===== src/rtl/pipe_pkg.sv =====
// pipe_pkg: shared types for the pipeline hazard controller.
// Scoreboard entry layout and forwarding-select helpers.
package pipe_pkg;

  localparam int NREG_MAX = 8;
  localparam int FWD_REGFILE = 0;

  // All-ones index; sliced to the core's register width at the use site.
  localparam logic [NREG_MAX-1:0] XZR = '1;

  typedef struct packed {
    logic                v;
    logic [NREG_MAX-1:0] rd;
    logic                ld;
    logic                sf;
  } sb_entry_t;

  function automatic int fwd_w(input int depth);
    return $clog2(depth + 1);
  endfunction

endpackage


===== src/rtl/hazard_scoreboard.sv =====
// hazard_scoreboard: in-flight destination shift register plus a
// youngest-match priority encoder for each ID source operand.
module hazard_scoreboard
  import pipe_pkg::*;
#(
  parameter  int DEPTH  = 3,
  parameter  int NREG_W = 5,
  localparam int FW     = fwd_w(DEPTH)
) (
  input  logic              clk,
  input  logic              rst,
  input  logic              shift,
  input  sb_entry_t         ins,
  input  logic [NREG_W-1:0] src [2],
  input  logic              use_src [2],
  output logic              hit [2],
  output logic [FW-1:0]     hit_slot [2],
  output logic              hit_ld [2],
  output logic              flags_pending
);

  sb_entry_t slot [1:DEPTH];

  always_ff @(posedge clk) begin
    if (rst) begin
      for (int j = 1; j <= DEPTH; j++) begin
        slot[j] <= '0;
      end
    end else if (shift) begin
      slot[1] <= ins;
      for (int j = 2; j <= DEPTH; j++) begin
        slot[j] <= slot[j-1];
      end
    end
  end

  // Scan oldest to youngest so the youngest match overwrites.
  always_comb begin
    for (int s = 0; s < 2; s++) begin
      hit[s]      = 1'b0;
      hit_slot[s] = '0;
      hit_ld[s]   = 1'b0;
      for (int j = DEPTH; j >= 1; j--) begin
        if (use_src[s] &&
            src[s] != XZR[NREG_W-1:0] &&
            slot[j].v &&
            slot[j].rd == NREG_MAX'(src[s])) begin
          hit[s]      = 1'b1;
          hit_slot[s] = FW'(j);
          hit_ld[s]   = slot[j].ld;
        end
      end
    end
  end

  assign flags_pending = slot[1].v && slot[1].sf;

endmodule


===== src/rtl/pipe_hazard_ctrl.sv =====
// pipe_hazard_ctrl: forwarding selects, load/flag stalls, branch
// flushes and memory freezes driven by an in-flight write scoreboard.
module pipe_hazard_ctrl
  import pipe_pkg::*;
#(
  parameter  int DEPTH     = 3,
  parameter  int LOAD_SLOT = 3,
  parameter  int NREG_W    = 5,
  parameter  int CNT_W     = 16,
  localparam int FW        = fwd_w(DEPTH)
) (
  input  logic              clk,
  input  logic              rst,
  input  logic              id_valid,
  input  logic [NREG_W-1:0] id_rn,
  input  logic [NREG_W-1:0] id_rm,
  input  logic              id_use_rn,
  input  logic              id_use_rm,
  input  logic [NREG_W-1:0] id_rd,
  input  logic              id_reg_write,
  input  logic              id_mem_read,
  input  logic              id_uses_flags,
  input  logic              id_set_flags,
  input  logic              ex_branch_taken,
  input  logic              mem_busy,
  output logic [FW-1:0]     fwd_a,
  output logic [FW-1:0]     fwd_b,
  output logic              stall,
  output logic              freeze,
  output logic              flush_if_id,
  output logic [CNT_W-1:0]  stall_cnt,
  output logic [CNT_W-1:0]  flush_cnt
);

  logic [NREG_W-1:0] src [2];
  logic              use_src [2];
  logic              hit [2];
  logic [FW-1:0]     hit_slot [2];
  logic              hit_ld [2];
  logic              flags_pending;

  logic              load_use;
  logic              flag_hz;
  logic              stall_raw;
  logic              flush_raw;
  logic [FW-1:0]     fwd_nxt [2];

  sb_entry_t         ins;
  logic [FW-1:0]     fa_d, fb_d;
  logic [CNT_W-1:0]  sc_d, fc_d;

  assign src[0]     = id_rn;
  assign src[1]     = id_rm;
  assign use_src[0] = id_use_rn;
  assign use_src[1] = id_use_rm;

  hazard_scoreboard #(
    .DEPTH  (DEPTH),
    .NREG_W (NREG_W)
  ) u_sb (
    .clk           (clk),
    .rst           (rst),
    .shift         (!mem_busy),
    .ins           (ins),
    .src           (src),
    .use_src       (use_src),
    .hit           (hit),
    .hit_slot      (hit_slot),
    .hit_ld        (hit_ld),
    .flags_pending (flags_pending)
  );

  function automatic logic [CNT_W-1:0] sat_inc(input logic [CNT_W-1:0] c);
    return (&c) ? c : c + CNT_W'(1);
  endfunction

  // Producer in slot j is in slot j+1 when the consumer reaches EX;
  // the oldest slot writes through the regfile instead.
  always_comb begin
    load_use = 1'b0;
    for (int s = 0; s < 2; s++) begin
      fwd_nxt[s] = FW'(FWD_REGFILE);
      if (hit[s] && int'(hit_slot[s]) < DEPTH) begin
        fwd_nxt[s] = hit_slot[s] + FW'(1);
      end
      if (hit[s] && hit_ld[s] &&
          int'(hit_slot[s]) + 1 < LOAD_SLOT) begin
        load_use = 1'b1;
      end
    end
  end

  assign flag_hz   = id_uses_flags && flags_pending;
  assign flush_raw = ex_branch_taken && !mem_busy;
  assign stall_raw = id_valid && (load_use || flag_hz) &&
                     !ex_branch_taken && !mem_busy;

  assign stall       = stall_raw && !rst;
  assign flush_if_id = flush_raw && !rst;
  assign freeze      = mem_busy && !rst;

  always_comb begin
    fa_d = fwd_a;
    fb_d = fwd_b;
    sc_d = stall_cnt;
    fc_d = flush_cnt;
    ins  = '0;
    unique case (1'b1)
      mem_busy: begin
      end
      flush_raw: begin
        fa_d = FW'(FWD_REGFILE);
        fb_d = FW'(FWD_REGFILE);
        fc_d = sat_inc(flush_cnt);
      end
      stall_raw: begin
        fa_d = FW'(FWD_REGFILE);
        fb_d = FW'(FWD_REGFILE);
        sc_d = sat_inc(stall_cnt);
      end
      default: begin
        fa_d   = fwd_nxt[0];
        fb_d   = fwd_nxt[1];
        ins.v  = id_valid && id_reg_write;
        ins.rd = NREG_MAX'(id_rd);
        ins.ld = id_mem_read;
        ins.sf = id_set_flags;
      end
    endcase
  end

  always_ff @(posedge clk) begin
    if (rst) begin
      fwd_a     <= FW'(FWD_REGFILE);
      fwd_b     <= FW'(FWD_REGFILE);
      stall_cnt <= '0;
      flush_cnt <= '0;
    end else begin
      fwd_a     <= fa_d;
      fwd_b     <= fb_d;
      stall_cnt <= sc_d;
      flush_cnt <= fc_d;
    end
  end

endmodule


===== config.mk =====
export PLATFORM = sky130hd
export DESIGN_NAME = pipe_hazard_ctrl
export DESIGN_NICKNAME = d
export VERILOG_FILES = /design/src/rtl/pipe_pkg.sv /design/src/rtl/hazard_scoreboard.sv /design/src/rtl/pipe_hazard_ctrl.sv
export SDC_FILE = /design/constraint.sdc
export NUM_CORES = 1
export LEC_CHECK = 0
export BUFFER_PORTS_ARGS = -buffer_cell sky130_fd_sc_hd__buf_2
export CAP_MARGIN = 20
export CORE_MARGIN = 10
export CORE_UTILIZATION = 55
export CTS_BUF_LIST = sky130_fd_sc_hd__clkbuf_4 sky130_fd_sc_hd__clkbuf_8
export CTS_CLUSTER_SIZE = 14
export DETAILED_ROUTE_END_ITERATION = 12
export HOLD_SLACK_MARGIN = 0.03
export PLACE_DENSITY = 0.81
export SKIP_LAST_GASP = 1
export SYNTH_ARGS = -nofsm -noshare
export SYNTH_HDL_FRONTEND = slang
export SYNTH_HIERARCHICAL = 1
export SYNTH_SLANG_ARGS = --single-unit

===== constraint.sdc =====
create_clock -name clk -period 7.7 [get_ports clk]
set_clock_uncertainty 0.05 [all_clocks]
set_input_delay 1.54 -clock clk [delete_from_list [all_inputs] [get_ports clk]]
set_output_delay 1.54 -clock clk [all_outputs]
set_load 0.02 [all_outputs]

==> results of run 1 <==
sequential cells by signal, indices dropped and copies added, names as in the netlist:
name	flops
flush_cnt	16
fwd_a	2
fwd_b	2
stall_cnt	16
u_sb/slot	31
where the power goes:
group,switching [W],internal (W)
Combinational,0.0000316,0.0000216
Sequential,0.00000855,0.000383
Clock,0.000132,0.000156
stage by stage:
stage	util, %	power (W)	hold slack [ps]	cell area [µm²]	cells
after global routing	65.0	0.000762	468	4420	559
after global placement	62.2	0.000451	416	4230	543
after floorplan	-	0.000430	465	3830	396
after detailed placement	62.2	0.000452	436	4230	543
after CTS	65.0	0.000739	447	4420	559
final	65.0	0.000733	441	4420	559
cells in the final DEF, fill, tap and decap left out, drive strengths merged, types with 10 or more instances in the layout:
cell    instances
buf            67
and2           42
dfxtp          36
edfxtp         31
xor2           23
a21oi          21
nor2           19
nand2          17
nand3          16
inv            16
o21ai          13
nand4          13
o31ai          12
clkbuf         11
nor2b          10
or4            10
nor4           10
critical path: cells and delay by family:
family,cells,cell delay [ps]
AO/OA/AOI/OAI,3,910
adder cells (fa/ha/maj),1,220
buffers and inverters,3,600
AND/OR/NAND/NOR,4,740
cell families after synthesis:
| kind of cell | count (synthesis) | synth area share [%] |
|---|---|---|
| other | 1 | 0.0981 |
| adder cells (fa/ha/maj) | 6 | 1.96 |
| AO/OA/AOI/OAI | 73 | 12.8 |
| XOR/XNOR | 30 | 6.87 |
| multiplexers | 9 | 2.62 |
| buffers and inverters | 30 | 3.24 |
| AND/OR/NAND/NOR | 178 | 29.2 |
| flip-flops | 67 | 43.2 |
final timing paths:
check	cells past startpoint	to	slack, ps
max	11	stall	2090
min	1	fwd_b[0]	440
max reg2reg	11	stall_cnt[15]	4010
min reg2reg	1	fwd_b[0]	440
layer usage:
| metal | share of wire [%] | track usage, % | up-vias |
|---|---|---|---|
| met1 | 44 | 20.8 | 1522 |
| li1 | - | - | 1583 |
| met4 | 1.9 | 7.17 | 0 |
| met3 | 4.2 | 2.92 | 17 |
| met5 | 0 | 0 | - |
| met2 | 50 | 28.0 | 83 |
cell type report:
cell class | instances | share of cell area (%)
multi-input cells | 299 | 46.6
inverters | 14 | 1.19
well taps | 96 | 2.72
flip-flops and latches | 67 | 37.4
clock buffers | 11 | 3.14
repair buffers | 67 | 7.76
clock inverters | 5 | 1.19
==> impl_metrics.env, run 1 <==
export IMPL_dp_hpwl_um=6440
export IMPL_cts_inserted_buffers=9
export IMPL_fin_nets=490
export IMPL_die_height_um=103
export IMPL_finalCriticalPeriod_ps=5610
export IMPL_synth_seq_cells=67
export IMPL_post_place_ws_ps=2100
export IMPL_end_kind="output port"
export IMPL_yosys_top_cells_count="sky130_fd_sc_hd__and2_1 (42), sky130_fd_sc_hd__dfxtp_1 (36), sky130_fd_sc_hd__edfxtp_1 (31)"
export IMPL_first_global_vias=3113
export IMPL_grt_first_pass_wirelength_um=14300
export IMPL_cts_sinks=67
export IMPL_finalHoldViolCount=0
export IMPL_cts_hold_repair_buffers=0
export IMPL_globalRouteOverflowTotal=0
export IMPL_slew_headroom_pct=46.0
export IMPL_gr_usage_all_layers_pct=16.8
export IMPL_initial_antenna_violation_count=0
export IMPL_critPathLaunchType="input port"
export IMPL_setup_total_neg_slack_ps=0
export IMPL_syn_to_final_growth_pct=15.6
export IMPL_cts_root_to_sink_buffers=2
export IMPL_timing_hold_worst_start="fwd_b[0]"
export IMPL_drive_above_1_share_pct=22.0
export IMPL_cts_tree="yes"
export IMPL_cts_resized=0
export IMPL_die_width_um=103
export IMPL_timing_setup_critical_path_class="input port to output port"
export IMPL_warning_count_from_the_yosys_run=6
export IMPL_routed_via_density=5.73
export IMPL_ant_nets=0
export IMPL_fp_row_count=30
export IMPL_die_area_um2=10700
export IMPL_pin_count_of_the_biggest_net_entering_global_routing=50
export IMPL_synth_area_top_cells="sky130_fd_sc_hd__edfxtp_1 (24%), sky130_fd_sc_hd__dfxtp_1 (19%), sky130_fd_sc_hd__and2_1 (6.9%), sky130_fd_sc_hd__xor2_1 (5.3%), sky130_fd_sc_hd__a21oi_1 (2.7%)"
export IMPL_clk_pin_slew_worst_paths_ps=70
export IMPL_flip_flop_and_latch_area_um2=1650
export IMPL_max_cap_violations=0
export IMPL_synth_lib_cells_used_distinct=54
export IMPL_core_region_area_um2=6790
export IMPL_synth_avg_cell_area_um2=9.70
export IMPL_drt_first_pass_iters=6
export IMPL_synth_top_cell_area_share_pct=24.3
export IMPL_count_of_mapped_cells_out_of_synthesis=394
export IMPL_p_per_area_nw_per_um2=166
export IMPL_tightest_slew_ps=810
export IMPL_min_delay_path_class="flip-flop to flip-flop"
export IMPL_finalSetupViolCount=0
export IMPL_dr_total_vias=3205
export IMPL_leading_cell_type_by_number_of_instances_after_synthesis="sky130_fd_sc_hd__and2_1"
export IMPL_most_prevalent_standard_cell_on_the_critical_path="sky130_fd_sc_hd__buf_2"
export IMPL_max_stage_delay_ps=360
export IMPL_post_cts_repair_setup_buffers=0
export IMPL_insertedDiodeCount=0
export IMPL_synth_top_area_cell="sky130_fd_sc_hd__edfxtp_1"
export IMPL_critical_path_required_ps=6110
export IMPL_timing_rr_start="u_sb/slot[0][7]"
export IMPL_layout_filler_cells=561
export IMPL_period_utilization_pct=72.9
export IMPL_maxSlewViolCount=0
export IMPL_drt_wl_total_um=8780
export IMPL_drt_iter0_drc=114
export IMPL_synth_async_reset_ratio_pct=0
export IMPL_worst_path_max_delay_cell="sky130_fd_sc_hd__o21ai_0"
export IMPL_maxClockFrequency_mhz=178
export IMPL_path_cells="buf_2 -> and4_1 -> a21boi_0 -> nand4_1 -> o21ai_0 -> ha_1 -> and4bb_1 -> o31ai_2 -> buf_4 -> nor2_1 -> buf_2"
export IMPL_count_of_flip_flops_with_a_built_in_enable_after_synthesis=31
export IMPL_power_leakage_nw=1.82
export IMPL_clockRootBuffer="sky130_fd_sc_hd__clkbuf_8"
export IMPL_placement_io_buffers=64
export IMPL_multiInputGateArea_um2=2060
export IMPL_detail_route_drc_violations=0
export IMPL_gp_congestion=0.974
export IMPL_cts_htree_levels=3
export IMPL_timing_final_ws_setup_ps=2090
export IMPL_io_pins=65
export IMPL_yosysSeqAreaShare_pct=43.2
export IMPL_worst_setup_path_startpoint="id_rm[3]"
export IMPL_synth_top_flop_cell="sky130_fd_sc_hd__dfxtp_1"
export IMPL_status="completed"
export IMPL_unrepaired_setup_endpoints_after_global_routing="false"
export IMPL_clock_latency_late_sink_ps=340
export IMPL_syn_area_um2=3820
export IMPL_initial_utilization_pct=56.3
export IMPL_arrival_ps=4020
export IMPL_crit_fanout=29
export IMPL_route_detailed_wl_per_inst_um=15.7
export IMPL_peakVddDrop_uv=98.1
Note: power is estimated with default switching activity, not from simulation.
==> inputs of run 2 (changes only) <==
--- a/config.mk
+++ b/config.mk
@@ -5,15 +5,16 @@
 export SDC_FILE = /design/constraint.sdc
 export NUM_CORES = 1
 export LEC_CHECK = 0
+export ABC_AREA = 1
 export BUFFER_PORTS_ARGS = -buffer_cell sky130_fd_sc_hd__buf_2
 export CAP_MARGIN = 20
 export CORE_MARGIN = 10
-export CORE_UTILIZATION = 55
+export CORE_UTILIZATION = 54
 export CTS_BUF_LIST = sky130_fd_sc_hd__clkbuf_4 sky130_fd_sc_hd__clkbuf_8
 export CTS_CLUSTER_SIZE = 14
 export DETAILED_ROUTE_END_ITERATION = 12
 export HOLD_SLACK_MARGIN = 0.03
-export PLACE_DENSITY = 0.81
+export PLACE_DENSITY = 0.82
 export SKIP_LAST_GASP = 1
 export SYNTH_ARGS = -nofsm -noshare
 export SYNTH_HDL_FRONTEND = slang
==> constraint.sdc (replaced) <==
create_clock -name clk -period 5.05 [get_ports clk]
set_clock_uncertainty 0.05 [all_clocks]
set_input_delay 1.01 -clock clk [delete_from_list [all_inputs] [get_ports clk]]
set_output_delay 1.01 -clock clk [all_outputs]
set_load 0.02 [all_outputs]
==> run 2 against run 1 <==
Against the previous run: clock power increased by 48%; via count increased by 32%; die area increased by 12%; sequential share of layout area decreased by 3.7 points; design area increased by 11%; first-iteration DRC count increased by 90%; register-to-register slack got worse by 2000 ps; non-clock buffer count decreased by 2; critical path depth increased by 3; critical path type unchanged; core utilization decreased by 1.6 points.
==> impl_metrics.env, run 2 <==
export IMPL_status="completed"
export IMPL_detailed_place_area_um2=4690
export IMPL_max_stage_delay_ps=330
export IMPL_worst_path_dominant_cell_family="simple AND/OR/NAND/NOR gates"
export IMPL_critical_path_required_ps=3990
export IMPL_layout_top_registers="u_sb/slot: 31 flops, flush_cnt: 16 flops, stall_cnt: 16 flops"
export IMPL_synth_top_cell_area_share_pct=21.6
export IMPL_timing_hold_worst_start="fwd_a[1]"
export IMPL_mostFrequentLayoutCells="sky130_fd_sc_hd__nand2_1 (188), sky130_fd_sc_hd__nor2_1 (106), sky130_fd_sc_hd__inv_1 (91), sky130_fd_sc_hd__buf_2 (64), sky130_fd_sc_hd__dfxtp_1 (36)"
export IMPL_fp_row_count=32
export IMPL_timing_critical_path_buf_inv=2
export IMPL_cts_htree_levels=3
export IMPL_yosysSeqAreaShare_pct=38.4
export IMPL_power_leakage_nw=2.29
export IMPL_count_of_mapped_cells_out_of_synthesis=637
export IMPL_synth_top_area_cell="sky130_fd_sc_hd__edfxtp_1"
export IMPL_setup_total_neg_slack_ps=0
export IMPL_ant_nets=0
export IMPL_drt_first_pass_iters=5
export IMPL_timing_rr_start="u_sb/slot[0][20]"
export IMPL_die_area_um2=11900
export IMPL_synth_lib_cells_used_distinct=36
export IMPL_tightest_slew_ps=748
export IMPL_dp_hpwl_um=8050
export IMPL_io_pins=65
export IMPL_pin_count_of_the_biggest_net_entering_global_routing=32
export IMPL_totalPowerFinal_w=0.00114
export IMPL_maxSlewViolCount=0
export IMPL_initial_utilization_pct=55.7
export IMPL_count_of_flip_flops_with_a_built_in_enable_after_synthesis=31
export IMPL_post_cts_repair_setup_buffers=0
export IMPL_final_cells=811
export IMPL_slew_headroom_pct=50.1
export IMPL_maxClockFrequency_mhz=239
export IMPL_largest_register="u_sb/slot"
export IMPL_cts_hold_repair_buffers=0
export IMPL_cell_depth_of_the_worst_hold_path=2
export IMPL_critical_path_reg2reg_endpoint="u_sb/slot[0][0]"
export IMPL_finalSetupViolCount=0
export IMPL_insertedDiodeCount=0
export IMPL_crit_fanout=17
export IMPL_cts_inserted_buffers=9
export IMPL_cts_sinks=67
export IMPL_synth_area_top_cells="sky130_fd_sc_hd__edfxtp_1 (22%), sky130_fd_sc_hd__dfxtp_1 (17%), sky130_fd_sc_hd__nand2_1 (16%), sky130_fd_sc_hd__nor2_1 (9.2%), sky130_fd_sc_hd__inv_1 (7.9%)"
export IMPL_layout_filler_cells=691
export IMPL_worstHoldEndpoint="fwd_a[1]"
export IMPL_leading_cell_type_by_number_of_instances_after_synthesis="sky130_fd_sc_hd__nand2_1"
export IMPL_r2r_worst_path_cells=20
export IMPL_clock_latency_late_sink_ps=350
export IMPL_cts_resized=0
export IMPL_worst_path_max_delay_cell="sky130_fd_sc_hd__nand3_2"
export IMPL_route_detailed_wl_per_inst_um=13.2
export IMPL_initial_antenna_violation_count=0
export IMPL_period_utilization_pct=83.0
export IMPL_clk_pin_slew_worst_paths_ps=70
export IMPL_first_global_vias=3881
export IMPL_syn_area_um2=4300
export IMPL_path_cells="buf_2 -> nand3_1 -> nor2_1 -> nor2_2 -> nand3_1 -> nand4_1 -> nand2_1 -> ha_1 -> nor2_1 -> nand2_1 -> nand3_1 -> nand3_2 -> nor2_1 -> buf_2"
export IMPL_p_per_area_nw_per_um2=233
export IMPL_timing_setup_critical_path_class="input port to output port"
export IMPL_min_delay_path_class="flip-flop to flip-flop"
export IMPL_cts_tree="yes"
export IMPL_die_height_um=109
export IMPL_dr_total_vias=4227
export IMPL_drt_iter0_drc=217
export IMPL_r2r_slack_ps=2040
export IMPL_synth_top_flop_cell="sky130_fd_sc_hd__dfxtp_1"
export IMPL_max_cap_violations=0
export IMPL_yosys_top_cells_count="sky130_fd_sc_hd__nand2_1 (188), sky130_fd_sc_hd__nor2_1 (106), sky130_fd_sc_hd__inv_1 (91)"
export IMPL_finalHoldViolCount=0
export IMPL_finalCriticalPeriod_ps=4190
export IMPL_grt_first_pass_wirelength_um=17900
export IMPL_arrival_ps=3130
export IMPL_post_place_cells=794
export IMPL_fin_nets=736
export IMPL_drive_above_1_share_pct=17.6
export IMPL_layout_cells_most_common="sky130_fd_sc_hd__nand2_1"
export IMPL_placement_io_buffers=64
export IMPL_gr_usage_all_layers_pct=18.6
export IMPL_syn_to_final_growth_pct=14.0
export IMPL_cts_root_to_sink_buffers=2
export IMPL_end_kind="output port"
export IMPL_detail_route_drc_violations=0
export IMPL_largest_register_ffs=31
export IMPL_critPathLaunchType="input port"
export IMPL_final_core_util_pct=63.5
export IMPL_synth_seq_cells=67
export IMPL_gp_congestion=0.916
export IMPL_synth_avg_cell_area_um2=6.75
export IMPL_die_width_um=109
export IMPL_peakVddDrop_uv=145
export IMPL_warning_count_from_the_yosys_run=6
export IMPL_final_cell_area_um2=4910
export IMPL_unrepaired_setup_endpoints_after_global_routing="false"
export IMPL_routed_via_density=5.21
export IMPL_globalRouteOverflowTotal=0
export IMPL_drt_wl_total_um=10700
export IMPL_core_region_area_um2=7730
export IMPL_synth_async_reset_ratio_pct=0
export IMPL_clockRootBuffer="sky130_fd_sc_hd__clkbuf_8"
## run 2: cell types whose count changed in the layout (fill, tap and decap cells not counted), sizes merged, moves of 42 or more
cell   delta
nor2     +98
nand2   +177
and2     -42
inv      +86
## run 2: logic make-up (layout without fill, tap and decap cells)
| group | count (synthesis) | after routing | share of synthesized area (%) |
|---|---|---|---|
| AO/OA/AOI/OAI | 56 | 56 | 7.33 |
| AND/OR/NAND/NOR | 376 | 376 | 38.4 |
| XOR/XNOR | 18 | 18 | 3.66 |
| adder cells (fa/ha/maj) | 6 | 6 | 1.74 |
| buffers and inverters | 113 | 183 | 10.4 |
| flip-flops | 67 | 67 | 38.4 |
| other | 1 | 3 | 0.0872 |
## run 2: final cells by class
type	count	area, µm²	share of cell area (%)
multi-input cells	459	2210	45.1
flip-flops and latches	67	1650	33.7
inverters	102	383	7.80
repair buffers	65	348	7.09
clock buffers	14	174	3.55
well taps	102	128	2.60
clock inverters	2	11.3	0.230
## run 2: routing by layer
metal  track usage [%]  routed length (µm)  up-vias
met4              6.32                 177        0
met3              5.01                 873       21
met2              29.8                5020      162
li1                  -                   -     2127
met1              23.7                4670     1917
met5                 0                   0        -
## run 2: stage by stage
step	setup slack (ps)	hold WS, ps
after detailed placement	917	393
after floorplan	1330	481
after CTS	910	406
after global placement	954	385
final	858	407
after global routing	605	413
## run 2: worst reg2reg max path: stages, from the launching register on
cell and delay (ps):
sky130_fd_sc_hd__edfxtp_1 400, sky130_fd_sc_hd__inv_1 100, sky130_fd_sc_hd__nand2_1 50, sky130_fd_sc_hd__nor2_1 180, sky130_fd_sc_hd__nand2_1 70, sky130_fd_sc_hd__nor2_1 120, sky130_fd_sc_hd__nand3_1 120, sky130_fd_sc_hd__o21ai_1 100
sky130_fd_sc_hd__inv_1 60, sky130_fd_sc_hd__nor2_1 140, sky130_fd_sc_hd__ha_1 190, sky130_fd_sc_hd__nor2_1 50, sky130_fd_sc_hd__nand2_1 70, sky130_fd_sc_hd__nand3_1 110, sky130_fd_sc_hd__nand2_1 80, sky130_fd_sc_hd__nand2_1 80
sky130_fd_sc_hd__nor2_1 350, sky130_fd_sc_hd__inv_1 240, sky130_fd_sc_hd__nor2_1 130, sky130_fd_sc_hd__inv_1 50, sky130_fd_sc_hd__nor2_1 120
## run 2: power by group
| part | total [W] | internal [W] | switching [W] |
|---|---|---|---|
| Clock | 0.000427 | 0.000222 | 0.000205 |
| Combinational | 0.000118 | 0.0000370 | 0.0000810 |
| Sequential | 0.000597 | 0.000585 | 0.0000121 |
## run 2: how the worst max path moves through the flow
stage	start	end	slack (ps)	cells after the start
after detailed placement	id_rn[3]	stall	920	14
final	id_rn[3]	stall	860	14
after global placement	id_rn[3]	stall	950	14
after floorplan	id_rn[1]	stall	1330	14
after global routing	id_rn[3]	stall	610	14
after CTS	id_rn[3]	stall	910	14
